## src/rtl/path_pkg.sv

```systemverilog
// Shared types and defaults for the path replay block: direction codes,
// player state encoding and default buffer geometry.
package path_pkg;

  localparam logic [1:0] DIR_UP    = 2'd0;
  localparam logic [1:0] DIR_RIGHT = 2'd1;
  localparam logic [1:0] DIR_DOWN  = 2'd2;
  localparam logic [1:0] DIR_LEFT  = 2'd3;

  localparam int DEFAULT_DEPTH = 256;
  localparam int DEFAULT_AW    = 8;

  typedef enum logic [1:0] {
    IDLE,
    DRAIN,
    PLAY,
    DONE
  } player_state_t;

endpackage

```

## src/rtl/path_buf.sv

```systemverilog
// Local move buffer: DEPTH x 2-bit register array with one synchronous
// write port and one combinational read port. Contents are not reset.
module path_buf #(
  parameter int DEPTH = 256,
  parameter int AW    = 8
) (
  input  logic          clk,
  input  logic          we,
  input  logic [AW-1:0] waddr,
  input  logic [1:0]    wdata,
  input  logic [AW-1:0] raddr,
  output logic [1:0]    rdata
);

  logic [1:0] mem [DEPTH];

  always_ff @(posedge clk) begin
    if (we) begin
      mem[waddr] <= wdata;
    end
  end

  assign rdata = mem[raddr];

endmodule

```

## src/rtl/path_player.sv

```systemverilog
// Drains the direction stack into a local buffer, then replays the moves in
// forward order on a valid/ready stream. Optional PATH_PLAYER_REPEAT_EN adds
// a repeat_req input that replays the last captured path without draining.
module path_player
  import path_pkg::*;
#(
  parameter int DEPTH = DEFAULT_DEPTH,
  parameter int AW    = DEFAULT_AW
) (
  input  logic        clk,
  input  logic        rst,
  input  logic        start,
  output logic        stack_pop,
  input  logic [1:0]  stack_data,
  input  logic        stack_empty,
  output logic [1:0]  move,
  output logic        move_valid,
  input  logic        move_ready,
  output logic [AW:0] length,
  output logic        busy,
  output logic        done,
  output logic        overflow
`ifdef PATH_PLAYER_REPEAT_EN
  ,
  input  logic        repeat_req
`endif
);

  localparam logic [AW:0]   DEPTH_CNT = (AW+1)'(DEPTH);
  localparam logic [AW:0]   CNT_ONE   = 1;
  localparam logic [AW-1:0] IDX_ONE   = 1;

  player_state_t state, state_nxt;
  logic [AW:0]   wr_cnt;
  logic [AW:0]   in_flight;
  logic [AW-1:0] rd_idx;
  logic          pop_d;
  logic          drain_exit;
  logic [1:0]    rd_data;

  // Count the pop still awaiting capture so the buffer can never be over-popped.
  assign in_flight = wr_cnt + {{AW{1'b0}}, pop_d};

  path_buf #(
    .DEPTH(DEPTH),
    .AW   (AW)
  ) u_buf (
    .clk  (clk),
    .we   ((state == DRAIN) && pop_d),
    .waddr(wr_cnt[AW-1:0]),
    .wdata(stack_data),
    .raddr(rd_idx),
    .rdata(rd_data)
  );

  always_ff @(posedge clk or posedge rst) begin
    if (rst) begin
      state <= IDLE;
    end else begin
      state <= state_nxt;
    end
  end

  always_comb begin
    state_nxt  = state;
    stack_pop  = 1'b0;
    move_valid = 1'b0;
    drain_exit = 1'b0;
    case (state)
      IDLE: begin
        if (start) begin
          state_nxt = DRAIN;
        end
`ifdef PATH_PLAYER_REPEAT_EN
        else if (repeat_req && (length != '0)) begin
          state_nxt = PLAY;
        end
`endif
      end
      DRAIN: begin
        stack_pop = !stack_empty && (in_flight != DEPTH_CNT);
        if (!stack_pop && !pop_d) begin
          drain_exit = 1'b1;
          state_nxt  = (wr_cnt != '0) ? PLAY : DONE;
        end
      end
      PLAY: begin
        move_valid = 1'b1;
        if (move_ready && (rd_idx == '0)) begin
          state_nxt = DONE;
        end
      end
      DONE: begin
        state_nxt = IDLE;
      end
      default: begin
        state_nxt = IDLE;
      end
    endcase
  end

  // Replay walks down from the newest capture, since the stack pops last move first.
  always_ff @(posedge clk or posedge rst) begin
    if (rst) begin
      wr_cnt   <= '0;
      pop_d    <= 1'b0;
      length   <= '0;
      rd_idx   <= '0;
      overflow <= 1'b0;
    end else begin
      case (state)
        IDLE: begin
          if (start) begin
            wr_cnt   <= '0;
            pop_d    <= 1'b0;
            overflow <= 1'b0;
          end
`ifdef PATH_PLAYER_REPEAT_EN
          else if (repeat_req && (length != '0)) begin
            rd_idx <= AW'(length - CNT_ONE);
          end
`endif
        end
        DRAIN: begin
          pop_d <= stack_pop;
          if (pop_d) begin
            wr_cnt <= wr_cnt + CNT_ONE;
          end
          if (drain_exit) begin
            length <= wr_cnt;
            rd_idx <= (wr_cnt != '0) ? AW'(wr_cnt - CNT_ONE) : '0;
            if (!stack_empty) begin
              overflow <= 1'b1;
            end
          end
        end
        PLAY: begin
          if (move_ready && (rd_idx != '0)) begin
            rd_idx <= rd_idx - IDX_ONE;
          end
        end
        default: begin
        end
      endcase
    end
  end

  assign move = move_valid ? rd_data : DIR_UP;
  assign busy = (state != IDLE);
  assign done = (state == DONE);

endmodule

```

## config.mk

```make
export PLATFORM = sky130hd
export DESIGN_NAME = path_player
export DESIGN_NICKNAME = d
export VERILOG_FILES = /design/src/rtl/path_pkg.sv /design/src/rtl/path_buf.sv /design/src/rtl/path_player.sv
export SDC_FILE = /design/constraint.sdc
export NUM_CORES = 1
export LEC_CHECK = 0
export ABC_AREA = 1
export BUFFER_PORTS_ARGS = -buffer_cell sky130_fd_sc_hd__buf_4
export CORE_ASPECT_RATIO = 0.6
export CORE_MARGIN = 8
export CORE_UTILIZATION = 25
export CTS_CLUSTER_DIAMETER = 80
export CTS_CLUSTER_SIZE = 24
export DETAILED_ROUTE_END_ITERATION = 7
export SYNTH_ARGS = -nofsm -noshare
export SYNTH_HDL_FRONTEND = slang
export SYNTH_SLANG_ARGS = --single-unit
```

## constraint.sdc

```tcl
create_clock -name clk -period 2.4 [get_ports clk]
set_input_delay 0.24 -clock clk [delete_from_list [all_inputs] [get_ports clk]]
set_output_delay 0.24 -clock clk [all_outputs]
set_load 0.01 [all_outputs]
```

==> flow_metrics.tcl <==
set metrics [dict create \
    status "complete, but fails checks" \
    violations "negative setup slack" \
    syn2layout_area_growth_pct 22.4 \
    skew_ps 21.5 \
    setup_slack_ps -697 \
    ys_ff_latch 542 \
    cp.required_ps 2160 \
    min_from "stack_data[1]" \
    initialDrtViolationCount 2280 \
    ff2ff_setup_slack_ps -180 \
    syn-num-nets 2464 \
    vias 18308 \
    fin_nets 2574 \
    dieArea_sq_um 108000 \
    grt_overflow_total 0 \
    avgSynthCellArea_sq_um 9.96 \
    power_density_nw_per_um2 1010 \
    cp_common_cell "nor2_2" \
    num_antenna_cells 0 \
    insertion_delay_ps 610 \
    port_buffers 22 \
    p_clk_share_pct 17.2 \
    cts_max_level 1 \
    vias_per_cell 4.72 \
    timing.rr.end "rd_idx[1]" \
    hold_end "u_buf.mem[71][1]" \
    clock_sinks 542 \
    p_sw_share_pct 39.1 \
    synth-warning-count 0 \
    worstSetupPathType "flop to output port" \
    seq_power_share_pct 35.4 \
    fin_crit_ps 3100 \
    cts_buffer_depth 3 \
    synthCells 2444 \
    synth_area_sq_um 24300 \
    antenna_found_initial 1 \
    power_frac_comb_pct 47.4 \
    critPathCaptureType "output port" \
    p_int_mw 18.4 \
    routed_wl_um 74900 \
    io_pins 23 \
    ant_nets 0 \
    gp_congestion 0.863 \
    numCtsBuffers 26 \
    cp-start-kind "flop" \
    drive_gt1_share_pct 17.5 \
    setup_viol 11 \
    arrival_ps 2860 \
    maxCapViolCount 0 \
    core_sq_um 96300 \
    slew-limit-headroom_pct 42.1 \
    p_switching_mw 11.8 \
    cts.clk_slew.worst_paths_ps 100 \
    fin_crit_sh_pct 129 \
    fin_tns_setup_ps -2850 \
    maxSlewViolCount 0 \
    place_ws_ps -273 \
    routedWlPerCell_um 19.3 \
    core.rowCount 88 \
    root_buffer "clkbuf_16" \
    worst_pin_slew_ps 859 \
    ys_seq_area_share_pct 66.2 \
    synth.distinct_cells 37 \
    hold_violations 0 \
    cts_tree "built" \
    die_w_um 419 \
    min_path_cells 1 \
    grt_max_degree 73 \
    timing.rr.start "rd_idx[0]" \
    r2r_cells 11 \
    ir_drop_uv 666 \
    slowest_stage "dfrtp_4" \
    drc 0 \
    start_util_pct 25.3 \
    grt_pass1_wl_um 111000 \
    dp_hpwl_um 44500 \
    die_h_um 258 \
    slowest_delay_ps 470 \
    crit_chain "buf_12 -> clkinv_16 -> buf_16 -> buf_16 -> o21ai_1 -> nand2_1 -> nor2_2 -> nor2_2 -> nor2_2 -> nand2_4 -> nand2_2 -> nand2_2 -> nand3_2 -> a21oi_4 -> buf_6" \
    first_pass_iters 6 \
    rsz0062_at_grt "true" \
    power_leakage_nw 10.9 \
    hp-class "primary input to flop" \
    crit_fanout 8 \
    timing.critical_path.buf_inv 5 \
    grt_pass1_vias 17156 \
    max_clock_freq_mhz 323 \
    cpLargestDelayFamily "simple AND/OR/NAND/NOR gates" \
    track_usage_pct 13.2 \
]
[sequential cells by signal (all words and copies together), names as in the netlist]
| signal | count |
|---|---|
| length | 9 |
| overflow | 1 |
| pop_d | 1 |
| rd_idx | 8 |
| state | 2 |
| u_buf.mem | 512 |
| wr_cnt | 9 |
[cell type report]
class / count / area (sq um)
Clock buffer: 47 / 751
Clock inverter: 1 / 11.3
Multi-Input combinational cell: 1598 / 7740
Sequential cell: 542 / 16100
Timing Repair Buffer: 225 / 2820
Tap cell: 1305 / 1630
Fill cell: 9867 / 66600
Inverter: 158 / 631
Timing Repair inverter: 3 / 76.3
[placed cells by master (no fill, tap or decap), types with 3 or more instances in the layout]
master	count
buf_4	134
buf_12	36
inv_2	8
dfrtp_1	26
edfxtp_1	512
inv_1	145
nand2_4	8
nand3_4	11
nand3_2	79
ha_1	11
xor2_1	11
a21oi_1	14
nor2_1	350
nor2_2	8
bufbuf_16	5
clkinv_16	3
buf_8	3
clkbuf_1	20
buf_6	21
clkbuf_16	34
buf_16	16
nand2_2	52
nand2_1	650
dlygate4sd3_1	3
o22ai_1	3
o21ai_0	33
o211ai_1	5
o21ai_1	8
nand3_1	296
nor3_1	24
o21ai_2	14
[cells by family after synthesis]
kind of cell / share of synthesized area [%]
flops: 66.2
fa+ha+maj: 0.668
simple gates: 25.2
xor+xnor: 0.468
buf+inv: 5.24
compound gates: 2.15
[repair_timing]
action	in CTS	in global routing
gates resized for setup	124	144
cloned	20	7
endpoints found under the hold margin	14	0
buffers inserted	19	9
hold buffers	3	0
pin swaps	37	78
setup endpoints to repair	13	23
[metrics by stage]
step                hold slack (ps)  area (sq um)  util (%)  power [mW]  cells
finish                         34.6         29800      30.9        30.1   3879
global route                   15.8         29800      30.9        31.6   3879
CTS                            8.84         29000      30.1        28.8   3866
detailed placement              358         27000      28.0        21.4   3778
global placement                364         27000      28.0        21.3   3778
floorplan                       331         24300         -        17.2   2444
[metal layers]
layer | routed length (um) | up-vias | track usage (%) | part of all wire, %
met5 | 0 | - | 0 | 0
met4 | 1200 | 0 | 2.50 | 1.6
met3 | 8740 | 79 | 3.64 | 12
met2 | 29700 | 914 | 17.9 | 40
met1 | 35200 | 8921 | 20.8 | 47
li1 | - | 8394 | - | -
[synth_stat cells, drive strengths merged]
master	n	share of area (%)
dfrtp	30	3.1
a22o	1	0.036
a2111oi	1	0.041
or2	1	0.026
clkinv	3	0.046
nor3b	1	0.031
xnor2	2	0.072
a31oi	2	0.051
nand3	385	8.0
nor2	358	5.5
o22ai	3	0.077
edfxtp	512	63
inv	155	2.4
o32ai	1	0.036
nand2	711	11
o21ai	55	1.3
ha	13	0.67
nand4	2	0.051
a32oi	1	0.036
buf	95	2.0
nor3	26	0.60
xor2	11	0.40
a21oi	18	0.37
o211ai	5	0.15
clkbuf	52	0.80
[worst reg2reg max path, cell delays in order, from the launching register on]
cell	delay, ps
dfrtp_4	470
buf_12	200
buf_6	150
clkinv_8	80
buf_6	140
buf_4	130
ha_1	200
nand3_1	160
nand3_1	100
o21ai_0	350
nand3_4	290
o21ai_2	210
[power by group through the flow]
stage / clock network, mW / registers, mW / logic (mW)
floorplan: 0 / 10.8 / 6.42
detailed placement: 0 / 10.9 / 10.5
global route: 5.58 / 10.7 / 15.3
CTS: 5.26 / 10.7 / 12.9
global placement: 0 / 10.9 / 10.5
finish: 5.18 / 10.7 / 14.3
[how the worst max path moves through the flow]
stage	from	end	slack [ps]	depth (start not counted)
global route	rd_idx[0]	move[0]	-820	18
floorplan	wr_cnt[0]	rd_idx[7]	170	12
global placement	rd_idx[0]	move[1]	-290	15
detailed placement	rd_idx[0]	move[1]	-270	15
finish	rd_idx[0]	move[1]	-700	15
CTS	rd_idx[0]	move[0]	-700	17
(Power assumes the default switching activity.)
